===== src/rtl/forward_scoreboard_pkg.sv =====
// Shared types for the forwarding scoreboard: stage-select encoding seen by the rs* operand muxes.
package forward_scoreboard_pkg;

  typedef logic [1:0] fwd_sel_t;

  localparam fwd_sel_t FWD_REGFILE = 2'd0;
  localparam fwd_sel_t FWD_EXMEM   = 2'd1;
  localparam fwd_sel_t FWD_MEMWB   = 2'd2;
  localparam fwd_sel_t FWD_WBLATE  = 2'd3;

endpackage


===== src/rtl/forward_scoreboard_entry.sv =====
// One scoreboard entry: busy/age/lat flops for a single architectural register.
// Freeze holds all state; issue wins over writeback; flush squashes entries younger than FLUSH_AGE.
module forward_scoreboard_entry
  import forward_scoreboard_pkg::*;
#(
  parameter int AGE_W     = 3,
  parameter int FLUSH_AGE = 1
) (
  input  logic             i_clk,
  input  logic             i_rst,
  input  logic             i_freeze,
  input  logic             i_flush,
  input  logic             i_issue,
  input  logic             i_wb,
  input  logic [AGE_W-1:0] i_lat,
  output logic             o_busy,
  output logic [AGE_W-1:0] o_age,
  output logic [AGE_W-1:0] o_lat
);

  localparam logic [AGE_W:0] FLUSH_AGE_C = (AGE_W+1)'(FLUSH_AGE);

  logic             r_busy;
  logic [AGE_W-1:0] r_age;
  logic [AGE_W-1:0] r_lat;
  logic             w_young;
  logic [AGE_W-1:0] w_age_inc;

  // Flush looks at the age before this cycle's increment.
  assign w_young   = r_busy && ({1'b0, r_age} < FLUSH_AGE_C);
  assign w_age_inc = (r_age == '1) ? r_age : r_age + 1'b1;

  always_ff @(posedge i_clk or posedge i_rst) begin
    if (i_rst) begin
      r_busy <= 1'b0;
      r_age  <= '0;
      r_lat  <= '0;
    end else if (!i_freeze) begin
      if (i_issue) begin
        r_busy <= 1'b1;
        r_age  <= '0;
        r_lat  <= i_lat;
      end else begin
        if (r_busy) r_age <= w_age_inc;
        if (i_wb || (i_flush && w_young)) r_busy <= 1'b0;
      end
    end
  end

  assign o_busy = r_busy;
  assign o_age  = r_age;
  assign o_lat  = r_lat;

endmodule


===== src/rtl/forward_scoreboard.sv =====
// Per-register in-flight write scoreboard with forwarding-stage select and load-use stall.
// Selects and stall are combinational (zero latency); freeze holds state and masks the stall.
module forward_scoreboard
  import forward_scoreboard_pkg::*;
#(
  parameter int NUM_SRC   = 2,
  parameter int NUM_FWD   = 3,
  parameter int REG_IDX_W = 5,
  parameter int AGE_W     = 3,
  parameter int FLUSH_AGE = 1
) (
  input  logic                         i_clk,
  input  logic                         i_rst,
  input  logic                         i_freeze,
  input  logic                         i_flush,
  input  logic                         i_issue_valid,
  input  logic [REG_IDX_W-1:0]         i_issue_rd,
  input  logic                         i_issue_wen,
  input  logic [AGE_W-1:0]             i_issue_lat,
  input  logic [NUM_SRC*REG_IDX_W-1:0] i_src_idx,
  input  logic [NUM_SRC-1:0]           i_src_used,
  input  logic [NUM_FWD*REG_IDX_W-1:0] i_stage_rd,
  input  logic [NUM_FWD-1:0]           i_stage_fwd_ok,
  input  logic                         i_wb_valid,
  input  logic [REG_IDX_W-1:0]         i_wb_rd,
  output logic [NUM_SRC*2-1:0]         o_fwd_sel,
  output logic                         o_fwd_stall,
  output logic [2**REG_IDX_W-1:0]      o_busy_vec
);

  localparam int NREG = 2**REG_IDX_W;

  logic [NREG-1:0]  w_busy;
  logic [AGE_W-1:0] w_age [NREG];
  logic [AGE_W-1:0] w_lat [NREG];
  logic             w_issue_en;
  logic             w_wb_en;
  logic             w_stall;

  // x0 is never tracked; a stalled or flushed cycle does not issue.
  assign w_issue_en = i_issue_valid && i_issue_wen && !i_freeze && !i_flush && !w_stall
                      && (i_issue_rd != '0);
  assign w_wb_en    = i_wb_valid && !i_freeze && (i_wb_rd != '0);

  for (genvar r = 0; r < NREG; r++) begin : g_entry
    forward_scoreboard_entry #(
      .AGE_W     (AGE_W),
      .FLUSH_AGE (FLUSH_AGE)
    ) u_entry (
      .i_clk    (i_clk),
      .i_rst    (i_rst),
      .i_freeze (i_freeze),
      .i_flush  (i_flush),
      .i_issue  (w_issue_en && (i_issue_rd == REG_IDX_W'(r))),
      .i_wb     (w_wb_en && (i_wb_rd == REG_IDX_W'(r))),
      .i_lat    (i_issue_lat),
      .o_busy   (w_busy[r]),
      .o_age    (w_age[r]),
      .o_lat    (w_lat[r])
    );
  end

  // Age reads 0 in the first cycle after issue, so the result is ready once age+1 reaches lat.
  always_comb begin
    logic [REG_IDX_W-1:0] w_src;
    fwd_sel_t             w_sel;
    logic                 w_ready;
    o_fwd_sel = '0;
    w_stall   = 1'b0;
    for (int i = 0; i < NUM_SRC; i++) begin
      w_src   = i_src_idx[i*REG_IDX_W +: REG_IDX_W];
      w_sel   = FWD_REGFILE;
      w_ready = ({1'b0, w_age[w_src]} + 1'b1) >= {1'b0, w_lat[w_src]};
      if (i_src_used[i] && (w_src != '0)) begin
        for (int k = NUM_FWD-1; k >= 0; k--) begin
          if (i_stage_fwd_ok[k] && (i_stage_rd[k*REG_IDX_W +: REG_IDX_W] == w_src))
            w_sel = fwd_sel_t'(k+1);
        end
        if (w_busy[w_src] && (!w_ready || (w_sel == FWD_REGFILE)))
          w_stall = 1'b1;
      end
      o_fwd_sel[i*2 +: 2] = i_rst ? FWD_REGFILE : w_sel;
    end
  end

  assign o_fwd_stall = w_stall && !i_freeze && !i_rst;
  assign o_busy_vec  = w_busy;

endmodule

===== config.mk =====
export PLATFORM = sky130hd
export DESIGN_NAME = forward_scoreboard
export DESIGN_NICKNAME = d
export VERILOG_FILES = /design/src/rtl/forward_scoreboard_pkg.sv /design/src/rtl/forward_scoreboard_entry.sv /design/src/rtl/forward_scoreboard.sv
export SDC_FILE = /design/constraint.sdc
export NUM_CORES = 1
export LEC_CHECK = 0
export CORE_UTILIZATION = 35
export DETAILED_ROUTE_END_ITERATION = 16
export PLACE_DENSITY = 0.5
export REMOVE_ABC_BUFFERS = 1
export SYNTH_ARGS = -nofsm -noshare
export SYNTH_HDL_FRONTEND = slang
export SYNTH_SLANG_ARGS = --single-unit

===== constraint.sdc =====
create_clock -name i_clk -period 10 [get_ports i_clk]
set_clock_uncertainty 0.05 [all_clocks]
set_input_delay 1.5 -clock i_clk [delete_from_list [all_inputs] [get_ports i_clk]]
set_output_delay 1.5 -clock i_clk [all_outputs]
set_load 0.02 [all_outputs]

# Word level (Yosys, flattened, before mapping)
# Cells that the tools add are included.
# W data, S select, Z words.
[totals] register_bits=224 latch_bits=0 mem_bits_rw=0 mem_bits_ro=0 output_inout_bits=37 wordCells=850 memories=0
[classes] addsub=34 mul=0 n_div=0 order_cmp=38 n_eq_ne=132 shifts=0 muxes=192 n_bitwise=3 reduce_logical=355
[ops] op="$mux W3" count=104
[ops] op="$eq A5 B5 Y1 const B" count=32
[ops] op="$logic_and A1 B1 Y1" count=147
[ops] op="$reduce_and A2 Y1" count=64
[ops] op="$reduce_bool A2 Y1" count=64
[ops] op="$add A3 B1 Y3 const B" count=32
[ops] op="$eq A3 B3 Y1 const B" count=32
[ops] op="$lt A3 B1 Y1 const B" count=32
[ops] op="$reduce_and A3 Y1" count=32
[ops] op="$eq A5 B4 Y1 const B" count=16
[ops] op="$mux W1" count=70
[ops] op="$ne A2 B1 Y1 const B" count=32
[ops] op="$bmux W3 S5" count=4
[ops] op="$eq A5 B3 Y1 const B" count=8
[ops] op="$logic_or A1 B1 Y1" count=34
[ops] op="$eq A5 B5 Y1" count=6
[ops] op="$mux W2" count=12
[ops] op="$eq A5 B2 Y1 const B" count=4
[ops] op="$reduce_bool A5 Y1" count=4
[ops] op="$ge A6 B6 Y1 const B" count=2
[ops] op="$lt A5 B6 Y1 const B" count=2
[ops] op="$not A5 Y6" count=2
[ops] op="$bmux W1 S5" count=2
[ops] op="$eq A5 B1 Y1 const B" count=2
[ops] op="6 further kinds" count=15

# Longest topological paths before layout
# Gate-level depths: netlist of run 1.
[logic_depth] word_depth=19 mapped_depth=18 ltp_nobuf=13

# By module
# Synthesis of run 1 repeated with hierarchy kept, for this count alone.
[hier_totals] cells_unflattened=1325 hier_area_um2=16465.8
[modules_own_cells] module="forward_scoreboard_entry at g_entry[0].u_entry ..." n_inst=28 cells_each=27 area_each_um2=360.3 seq_area_each_um2=175.2
[modules_own_cells] module="forward_scoreboard" n_inst=1 cells_each=465 area_each_um2=4904.7 seq_area_each_um2=0.0
[modules_own_cells] module="forward_scoreboard_entry at g_entry[6].u_entry ..." n_inst=4 cells_each=26 area_each_um2=367.9 seq_area_each_um2=175.2

# Worst setup path before layout of run 1
# Ideal clock, no wire load.
[synth_timing] path_type="in2out" startpoint="input port i_rst" endpoint="output port o_fwd_sel[1]" arrival_time_ps=7246 required_ps=8450 setup_slack_ps=1204 path_stages=3 n_path_buf=0 path_cell_list="inv_1 > nand3_1 > nor3_1"
[synth_via] elab_chain_len=1
[synth_rtl] element="from (decl)" line="forward_scoreboard.sv:13" rtl="input logic i_rst,"
[synth_rtl] element="$mux W2" line="forward_scoreboard.sv:82" rtl="o_fwd_sel[i*2 +: 2] = i_rst ? FWD_REGFILE : w_sel;"
[synth_rtl] element="to (decl)" line="forward_scoreboard.sv:26" rtl="output logic [NUM_SRC*2-1:0] o_fwd_sel,"
# Every way passes these cells.

# Final worst setup path of run 1
[layout_timing] startpoint="input port i_src_idx[3]" endpoint="output port o_fwd_stall"
[layout_via] elab_chain_len=15 elab_cells_between_ends=33 classes_between="add/sub (1); order compare (1); eq/ne (3); mux (16); bitwise (1); reduce/logical (11)"
[layout_rtl] element="from (decl)" line="forward_scoreboard.sv:20" rtl="input logic [NUM_SRC*REG_IDX_W-1:0] i_src_idx,"
[layout_rtl] element="$not A5 Y6 (not written as such) or $eq A5 B5 Y1 (tied branches)" line="forward_scoreboard.sv:73, forward_scoreboard.sv:76"
[layout_rtl] element="$bmux W3 S5 or $logic_and A1 B1 Y1 (tied branches)" line="forward_scoreboard.sv:73, forward_scoreboard.sv:76"
[layout_rtl] element="$mux W3 (not written as such) or $mux W2 (tied branches) (2 in series)" line="forward_scoreboard.sv:73, forward_scoreboard.sv:76"
[layout_rtl] element="$add A3 B1 Y4 or $mux W2 (tied branches)" line="forward_scoreboard.sv:73, forward_scoreboard.sv:76"
[layout_rtl] element="$ge A4 B3 Y1 or $mux W2 (tied branches)" line="forward_scoreboard.sv:73, forward_scoreboard.sv:74"
[layout_rtl] element="$logic_not A1 Y1 or $logic_not A2 Y1 (tied branches)" line="forward_scoreboard.sv:79" rtl="if (w_busy[w_src] && (!w_ready || (w_sel == FWD_REGFILE)))"
[layout_rtl] element="$logic_or A1 B1 Y1" line="forward_scoreboard.sv:79"
[layout_rtl] element="$logic_and A1 B1 Y1" line="forward_scoreboard.sv:79"
[layout_rtl] element="$mux W1" line="forward_scoreboard.sv:79"
[layout_rtl] element="$mux W1 *" line="forward_scoreboard.sv:74" rtl="if (i_src_used[i] && (w_src != '0)) begin"
[layout_rtl] element="$mux W1" line="forward_scoreboard.sv:79"
[layout_rtl] element="$mux W1 *" line="forward_scoreboard.sv:74"
[layout_rtl] element="$logic_and A1 B1 Y1 * (2 in series)" line="forward_scoreboard.sv:86" rtl="assign o_fwd_stall = w_stall && !i_freeze && !i_rst;"
[layout_rtl] element="to (decl)" line="forward_scoreboard.sv:27" rtl="output logic o_fwd_stall,"
# Mark *: on every way between the ends. The rest lies on a longest branch, timed or not. The select of a mux whose other input is x is not followed.

==> results of run 1 <==
flip-flops by register name, summed over array words and instances (netlist names):
signal / count
g_entry.u_entry.o_age: 96
g_entry.u_entry.o_busy: 32
g_entry.u_entry.o_lat: 96
critical path, delay by kind of cell:
family	cells	cell delay (ps)
compound gates	6	1480
fa+ha+maj	2	530
buf+inv	4	1950
simple gates	4	840
cells in the final DEF, fill, tap and decap left out, drive strengths merged, types with 9 or more instances in the layout:
cell type	n
a21oi	101
a31oi	9
and3	9
buf	31
clkbuf	39
clkdlybuf4s50	81
dfrtp	224
ha	72
mux2	105
mux2i	92
mux4	112
nand2	38
nand3	34
nor2	50
nor2b	10
nor3	32
nor3b	38
nor4	9
nor4b	31
o21ai	40
xnor2	43
xor2	21
per-stage QoR:
step | instance area (um^2) | hold WS, ps | setup WS [ps] | utilization | power [mW]
floorplan | 14500 | 315 | 1200 | - | 1.20
global placement | 16200 | 333 | 2210 | 0.383 | 1.37
detailed placement | 16200 | 335 | 2210 | 0.383 | 1.37
CTS | 17000 | 348 | 2190 | 0.404 | 2.35
global route | 17000 | 362 | 2040 | 0.404 | 2.42
finish | 17000 | 348 | 2130 | 0.404 | 2.33
kinds of logic (layout without fill, tap and decap cells):
| group | after synthesis | count (layout) | synth area share |
|---|---|---|---|
| AO/OA/AOI/OAI | 186 | 186 | 0.0701 |
| XOR/XNOR | 64 | 64 | 0.0372 |
| adder cells (fa/ha/maj) | 72 | 72 | 0.0597 |
| buffers and inverters | 125 | 163 | 0.0431 |
| flip-flops | 224 | 224 | 0.372 |
| multiplexers | 309 | 309 | 0.307 |
| AND/OR/NAND/NOR | 283 | 283 | 0.112 |
routing by layer:
layer | vias up | share of wire
met4 | 0 | 0.029
li1 | 4864 | -
met2 | 336 | 0.48
met5 | - | 0
met3 | 81 | 0.048
met1 | 5739 | 0.44
power by group:
part | leakage (nW) | total, mW | internal [mW] | switching, mW
clock network | 0.425 | 0.968 | 0.580 | 0.388
logic | 3.94 | 0.343 | 0.159 | 0.184
registers | 3.10 | 1.01 | 0.949 | 0.0655
total | 7.47 | 2.33 | 1.69 | 0.638
layout make-up:
type	instances	area, um^2
clock inverters	7	85.1
clock buffers	39	771
well taps	539	674
multi-input cells	914	8840
repair buffers	112	1040
fillers	4024	25200
inverters	5	26.3
flip-flops and latches	224	5610
final timing paths:
| path | start | end | slack (ps) | cells past startpoint |
|---|---|---|---|---|
| max | i_src_idx[3] | o_fwd_stall | 2130 | 16 |
| min in group asynchronous | i_rst | g_entry[7].u_entry.o_age[1] | 1490 | 2 |
| max reg2reg | g_entry[27].u_entry.o_age[1] | g_entry[21].u_entry.o_lat[2] | 5270 | 12 |
| max in group asynchronous | i_rst | g_entry[20].u_entry.o_lat[2] | 6960 | 3 |
| min | g_entry[0].u_entry.o_lat[1] | g_entry[0].u_entry.o_lat[1] | 350 | 0 |
| min reg2reg | g_entry[0].u_entry.o_lat[1] | g_entry[0].u_entry.o_lat[1] | 350 | 0 |
cell usage after synthesis, types with 2 or more instances:
master / n
o21ai_0: 39
mux2_1: 21
nand2b_1: 7
a221oi_1: 2
buf_6: 2
xnor2_1: 43
o22ai_1: 6
a32oi_1: 2
buf_2: 18
nor3_1: 24
mux2i_1: 92
ha_1: 72
nand2_1: 38
inv_1: 5
buf_1: 11
nor4_1: 8
nand3_1: 34
nand4b_1: 2
nor3b_1: 38
nor2b_1: 10
mux4_2: 112
or3_1: 2
a31o_2: 2
nor2_1: 50
a31oi_1: 9
nor4b_1: 31
nand3b_1: 7
nor3_2: 7
a21o_1: 2
dfrtp_1: 224
and2_1: 2
and3_1: 9
nand4_1: 3
or4_1: 2
o211ai_1: 2
o221ai_1: 6
xor2_1: 21
mux2_2: 84
a21oi_1: 101
clkbuf_1: 50
or3b_2: 2
buf_4: 38
==> metrics.md, run 1 <==
| Metric | Value |
|---|---|
| Die height | `210 um` |
| Setup TNS | `0 ps` |
| Worst Max-Slew Pin Slew | `1370 ps` |
| Drt pass-1 iters | `5` |
| Cells after Synth | `1263` |
| Placed insts | `1794` |
| Register bit total from synthesis | `224` |
| Worst vdd ir | `0.103 mV` |
| Seq/Total Area, Yosys | `0.372` |
| Initial antenna violation count | `1` |
| CTS tree | `built` |
| CP Launch Type | `input port` |
| Clock latency on the worst-skew pair | `550 ps` |
| Max incr delay on CP | `780 ps` |
| Wirelength per Cell | `26.7 um` |
| GR Util met2 | `0.375` |
| Synth cell types | `65` |
| Top cell type's share of synthesized area | `0.372` |
| Ports | `87` |
| Die Wd | `210 um` |
| Die ar. | `0.0439 mm^2` |
| Placer congestion estimate | `0.907` |
| Clock transition at path regs | `50 ps` |
| Largest net degree at the start of global routing | `84` |
| Highest clock rate | `127 MHz` |
| Crit path DAT | `6320 ps` |
| Via count | `11000` |
| Area delta synth->final | `13.0%` |
| Port buffer count | `86` |
| CP endpoint kind | `output port` |
| Status | `finished clean` |
| CTS Sinks | `224` |
| Unrepaired setup endpoints after global routing | `false` |
| Post-synth top area cell | `dfrtp_1` |
| Core ar. | `0.0422 mm^2` |
| Final Non-Filler Cells | `1840` |
| CTS buffer count | `27` |
| Num rows | `75` |
| WL final | `49200 um` |
| Final Hold Viols | `0` |
| Remaining DRCs | `0` |
| Final ANT Viol Nets | `0` |
| Met1 GRT Util | `0.307` |
| Global-route wire length before repair | `74200 um` |
| Met3 GRT Util | `0.0287` |
| DP HPWL | `35500 um` |
| HP Class | `register to register` |
| Crit-path cells | `clkdlybuf4s50_1 > buf_4 > or3b_2 > o221a_2 > nand4_1 > o311ai_0 > inv_1 > ha_1 > ha_1 > a21o_1 > a21oi_1 > o31a_1 > o21a_1 > nor2_4 > nor3_1 > clkdlybuf4s50_1` |
| CTS Hold Bufs | `0` |
| YS warnings | `0` |
| MaxCap Viol Count | `0` |
| Crit path required time | `8450 ps` |
| Worst rel slew slack | `0.0817` |
| Nets | `1406` |
| Fraction of registers with async set/reset | `1.00` |
| Main synth FF type | `dfrtp_1` |
| Mean Syn Cell Area | `11.9 um^2` |
| Via/cell ratio | `5.99` |
| Minimum clock period | `7870 ps` |
| Vias in the first global route | `11300` |
| Final Slew Violations | `0` |
| Starting density of the core | `0.357` |
| Antenna diodes | `0` |
| GR peak layer | `met2` |
| CP max FO | `16` |
| Grt total ovfl | `0` |
| Endpoints failing setup | `0` |
| Synth area leaders | `dfrtp_1 37%, mux4_2 17%, mux2_2 6.3%, mux2i_1 6.1%, ha_1 6.0%` |
| EDFF count, synth | `0` |
| Total Routing Usage GR | `0.226` |
| Clock buffer depth | `3` |
| Pwr per Cell Area | `136 mW/mm^2` |
| Postcts setup bufs | `0` |
| Htree depth | `1` |
| CTS Root Cell | `clkbuf_16` |
| Setup Crit Path Kind | `input port to output port` |
| Iter 0 DRT Violations | `686` |
| Layout cell share with drive strength beyond 1 | `0.218` |
| Pleak | `7.47 nW` |
| Mapped cell area | `0.0151 mm^2` |
| Crit share post-route | `0.787` |
| Slowest cell on crit path | `clkdlybuf4s50_1` |
| Post_cts resized | `0` |
Power figures use the tool's default switching activity.
==> run 2: changes to the inputs <==
- PLACE_DENSITY: 0.5 -> 0.51
- clock period: 10 -> 7.1 ns (I/O delays scaled with it)
==> metrics.md, run 2 (same netlist as run 1, synthesis figures left out) <==
| Metric | Value |
|---|---|
| Crit path required time | `5980 ps` |
| CP max FO | `13` |
| Reg power frac | `0.427` |
| Worst vdd ir | `0.146 mV` |
| Htree depth | `1` |
| Remaining DRCs | `0` |
| Crit-path cells | `clkdlybuf4s50_1 > or3b_2 > o221a_2 > nand4_1 > o311ai_0 > inv_1 > ha_1 > ha_1 > a21o_1 > a21oi_1 > o31a_1 > o21a_1 > nor2_4 > nor3_1 > clkdlybuf4s50_1` |
| Die height | `210 um` |
| Core ar. | `0.0422 mm^2` |
| DP HPWL | `36300 um` |
| Post_cts resized | `0` |
| Placed insts | `1806` |
| Ports | `87` |
| Placer congestion estimate | `0.949` |
| Endpoints failing setup | `0` |
| Die ar. | `0.0439 mm^2` |
| Minimum clock period | `6350 ps` |
| Initial antenna violation count | `0` |
| Via count | `11200` |
| Highest clock rate | `157 MHz` |
| CP Launch Type | `input port` |
| Global-route wire length before repair | `75200 um` |
| CTS Root Cell | `clkbuf_16` |
| Clock transition at path regs | `60 ps` |
| Pre-CTS setup slack | `856 ps` |
| Switching share of power | `0.279` |
| Clock network fraction of design power | `0.424` |
| Die Wd | `210 um` |
| Nets | `1418` |
| Grt total ovfl | `0` |
| CP endpoint kind | `output port` |
| Final ANT Viol Nets | `0` |
| Crit path DAT | `5240 ps` |
| WL final | `49700 um` |
| MaxCap Viol Count | `0` |
| Combinational share of power | `0.148` |
| Fillers | `3998` |
| Final Non-Filler Cells | `1855` |
| CTS Hold Bufs | `0` |
| Crit share post-route | `0.895` |
| Port buffer count | `86` |
| Starting density of the core | `0.357` |
| Worst Max-Slew Pin Slew | `1220 ps` |
| Largest net degree at the start of global routing | `81` |
| Most frequent cells in the layout | `224 x dfrtp_1, 112 x mux4_2, 101 x a21oi_1` |
| Top delay family on crit path | `buffers and inverters` |
| Setup Crit Path Kind | `input port to output port` |
| Pleak | `7.56 nW` |
| Vias in the first global route | `11500` |
| CTS Sinks | `224` |
| Num rows | `75` |
| Slowest cell on crit path | `clkdlybuf4s50_1` |
| Crit. Startpoint | `i_src_idx[3]` |
| HP Class | `register to register` |
| Postcts setup bufs | `0` |
| Net Sw Power | `0.932 mW` |
| Wirelength per Cell | `26.8 um` |
| Area delta synth->final | `14.0%` |
| Drt pass-1 iters | `5` |
| Placed Area | `0.0163 mm^2` |
| Worst path bufs/invs | `3` |
| Via/cell ratio | `6.03` |
| Final Slew Violations | `0` |
| Clock latency on the worst-skew pair | `560 ps` |
| CTS buffer count | `27` |
| Setup TNS | `0 ps` |
| R2R Path Start | `g_entry[11].u_entry.o_age[0]` |
| Cell-internal power | `2.41 mW` |
| Max incr delay on CP | `780 ps` |
| Worst rel slew slack | `0.185` |
| Clock buffer depth | `3` |
| Layout cell share with drive strength beyond 1 | `0.227` |
| Status | `finished clean` |
| Final Cell Area | `0.0172 mm^2` |
| Total Routing Usage GR | `0.229` |
| CTS tree | `built` |
| Post-layout util | `0.407` |
| Hold path startpoint | `g_entry[0].u_entry.o_lat[2]` |
| Unrepaired setup endpoints after global routing | `false` |
| Final Hold Viols | `0` |
| Iter 0 DRT Violations | `851` |
| Commonest non-fill, non-tap cell in the layout | `dfrtp_1` |
| Setup ws final | `748 ps` |
| Pwr per Cell Area | `194 mW/mm^2` |
## run 2: area by class of cell
cell class / count / area, um^2 / area share
Antenna cell: 1 / 2.50 / 0.000145
Multi-Input combinational cell: 914 / 8840 / 0.514
Inverter: 5 / 26.3 / 0.00153
Sequential cell: 224 / 5610 / 0.326
Clock buffer: 37 / 753 / 0.0438
Timing Repair Buffer: 124 / 1170 / 0.0678
Clock inverter: 11 / 133 / 0.00771
Tap cell: 539 / 674 / 0.0392
## run 2: power groups by stage
| stage | sequential, mW | combinational [mW] | clock (mW) |
|---|---|---|---|
| floorplan | 1.41 | 0.283 | 0 |
| global placement | 1.45 | 0.492 | 0 |
| detailed placement | 1.45 | 0.497 | 0 |
| CTS | 1.43 | 0.498 | 1.45 |
| global route | 1.44 | 0.540 | 1.50 |
| finish | 1.43 | 0.496 | 1.42 |
## run 2: path summary, 6_finish.rpt
kind / end / slack [ps] / depth (start not counted)
setup / recovery: o_fwd_stall / 750 / 15
hold / removal: g_entry[0].u_entry.o_lat[2] / 350 / 0
setup reg to reg: g_entry[2].u_entry.o_lat[1] / 2630 / 13
hold reg to reg: g_entry[0].u_entry.o_lat[2] / 350 / 0
max in group asynchronous: g_entry[17].u_entry.o_age[1] / 3570 / 4
min in group asynchronous: g_entry[4].u_entry.o_age[2] / 990 / 2
## run 2: through the flow
stage | total power [mW] | hold WS, ps
3_5_place_dp | 1.95 | 333
4_1_cts | 3.38 | 346
5_1_grt | 3.48 | 369
6_report | 3.34 | 347
3_3_place_gp | 1.94 | 331
2_1_floorplan | 1.70 | 315
## run 2: metal layers
| layer | global-route usage | part of all wire | vias to the layer above |
|---|---|---|---|
| li1 | - | - | 4886 |
| met1 | 0.315 | 0.43 | 5772 |
| met2 | 0.364 | 0.47 | 437 |
| met3 | 0.0383 | 0.068 | 96 |
| met4 | 0.0848 | 0.030 | 0 |
| met5 | 0 | 0 | - |
==> run 3: changes to the inputs <==
- CORE_MARGIN: not set -> 1.5
- PLACE_DENSITY: 0.51 -> 0.5
- TNS_END_PERCENT: not set -> 20
- clock period: 7.1 -> 7.3 ns (I/O delays scaled with it)
==> metrics.md, run 3 (same netlist as run 1, synthesis figures left out) <==
| Metric | Value |
|---|---|
| CTS Hold Bufs | `0` |
| CTS tree | `built` |
| R2R Path Start | `g_entry[27].u_entry.o_age[1]` |
| Global-route wire length before repair | `75800 um` |
| Endpoints failing setup | `0` |
| Slowest cell on crit path | `clkdlybuf4s50_1` |
| Final Cell Area | `0.0172 mm^2` |
| Drt pass-1 iters | `5` |
| DP HPWL | `36400 um` |
| Antenna diodes | `0` |
| Worst rel slew slack | `0.184` |
| Setup Crit Path Kind | `input port to output port` |
| Total Routing Usage GR | `0.228` |
| Ports | `87` |
| Starting density of the core | `0.357` |
| Final ANT Viol Nets | `0` |
| CP endpoint kind | `output port` |
| Initial antenna violation count | `0` |
| CP Launch Type | `input port` |
| Final Slew Violations | `0` |
| Unrepaired setup endpoints after global routing | `false` |
| Placer congestion estimate | `0.912` |
| Most frequent cells in the layout | `224 x dfrtp_1, 112 x mux4_2, 101 x a21oi_1` |
| CTS Sinks | `224` |
| Iter 0 DRT Violations | `994` |
| Worst Max-Slew Pin Slew | `1220 ps` |
| Pwr per Cell Area | `189 mW/mm^2` |
| CTS buffer count | `28` |
| Commonest non-fill, non-tap cell in the layout | `dfrtp_1` |
| Final Hold Viols | `0` |
| R2R Path End | `g_entry[22].u_entry.o_lat[1]` |
| Status | `finished clean` |
| Crit path DAT | `5410 ps` |
| Setup TNS | `0 ps` |
| Vias in the first global route | `11500` |
| Max incr delay on CP | `880 ps` |
| Post_cts resized | `0` |
| CP max FO | `11` |
| Nets | `1413` |
| Post-layout util | `0.407` |
| Minimum clock period | `6560 ps` |
| Crit-path cells | `clkdlybuf4s50_1 > buf_4 > mux4_2 > mux2_2 > a221oi_1 > a21oi_1 > ha_1 > ha_1 > a21o_1 > a21oi_1 > nor2_1 > nor3_4 > nor2_4 > nor3_1 > clkdlybuf4s50_1` |
| Layout cell share with drive strength beyond 1 | `0.226` |
| Overall power | `3.25 mW` |
| Via/cell ratio | `6.09` |
| Clock buffer depth | `3` |
| Area delta synth->final | `13.9%` |
| Placed Area | `0.0163 mm^2` |
| Port buffer count | `86` |
| Largest net degree at the start of global routing | `92` |
| HP Class | `register to register` |
| Num rows | `75` |
| Via count | `11300` |
| Wirelength per Cell | `27.0 um` |
| Clock transition at path regs | `60 ps` |
| MaxCap Viol Count | `0` |
| WL final | `50100 um` |
| Crit. Startpoint | `i_src_idx[7]` |
| CTS Root Cell | `clkbuf_16` |
| Core ar. | `0.0422 mm^2` |
| Die Wd | `211 um` |
| CP endpoint | `o_fwd_stall` |
| Worst vdd ir | `0.142 mV` |
| Grt total ovfl | `0` |
| Setup ws final | `743 ps` |
| R2R Setup Slk | `2680 ps` |
| Crit path required time | `6150 ps` |
| Htree depth | `1` |
| Remaining DRCs | `0` |
| Die height | `211 um` |
| Clock latency on the worst-skew pair | `570 ps` |
| Pre-CTS setup slack | `771 ps` |
| Postcts setup bufs | `0` |
| Reg2reg path depth | `13` |
| Pleak | `7.54 nW` |
| Die ar. | `0.0444 mm^2` |
| Crit share post-route | `0.898` |
| Highest clock rate | `153 MHz` |
[run 3: worst max-delay path, delay by kind of cell]
kind                       cells  cell delay, ps
muxes                          2             590
AOI/OAI and AO/OA              4             790
adders and majority gates      2             600
buffers and inverters          3            1830
and+or+nand+nor                4             500
[run 3: final cells by class]
cell class,instances,area (um^2)
fillers,4032,25000
multi-input cells,914,8840
flip-flops and latches,224,5610
repair buffers,118,1120
clock buffers,41,831
well taps,539,674
clock inverters,10,77.6
inverters,5,26.3
[run 3: worst min-delay path by stage]
stage	startpoint	endpoint	depth (start not counted)
floorplan	g_entry[0].u_entry.o_lat[0]	g_entry[0].u_entry.o_lat[0]	0
global placement	g_entry[0].u_entry.o_lat[2]	g_entry[0].u_entry.o_lat[2]	0
detailed placement	g_entry[0].u_entry.o_lat[2]	g_entry[0].u_entry.o_lat[2]	0
CTS	g_entry[0].u_entry.o_lat[2]	g_entry[0].u_entry.o_lat[2]	0
global route	g_entry[0].u_entry.o_lat[0]	g_entry[0].u_entry.o_lat[0]	0
finish	g_entry[0].u_entry.o_lat[2]	g_entry[0].u_entry.o_lat[2]	0
[run 3: power breakdown]
| group | leakage (nW) | internal, mW | total (mW) | switching, mW |
|---|---|---|---|---|
| logic | 3.99 | 0.221 | 0.480 | 0.259 |
| clock network | 0.453 | 0.818 | 1.38 | 0.562 |
| registers | 3.10 | 1.30 | 1.39 | 0.0903 |
[run 3: routing by layer]
layer,part of all wire,global-route usage
met5,0,0
met4,0.032,0.0793
met3,0.057,0.0266
met2,0.47,0.374
met1,0.44,0.314
[run 3: per-stage QoR]
step           instances  hold WS, ps
2_1_floorplan       1143          315
3_3_place_gp        1800          340
3_5_place_dp        1800          338
4_1_cts             1851          351
5_1_grt             1851          375
6_report            1851          350
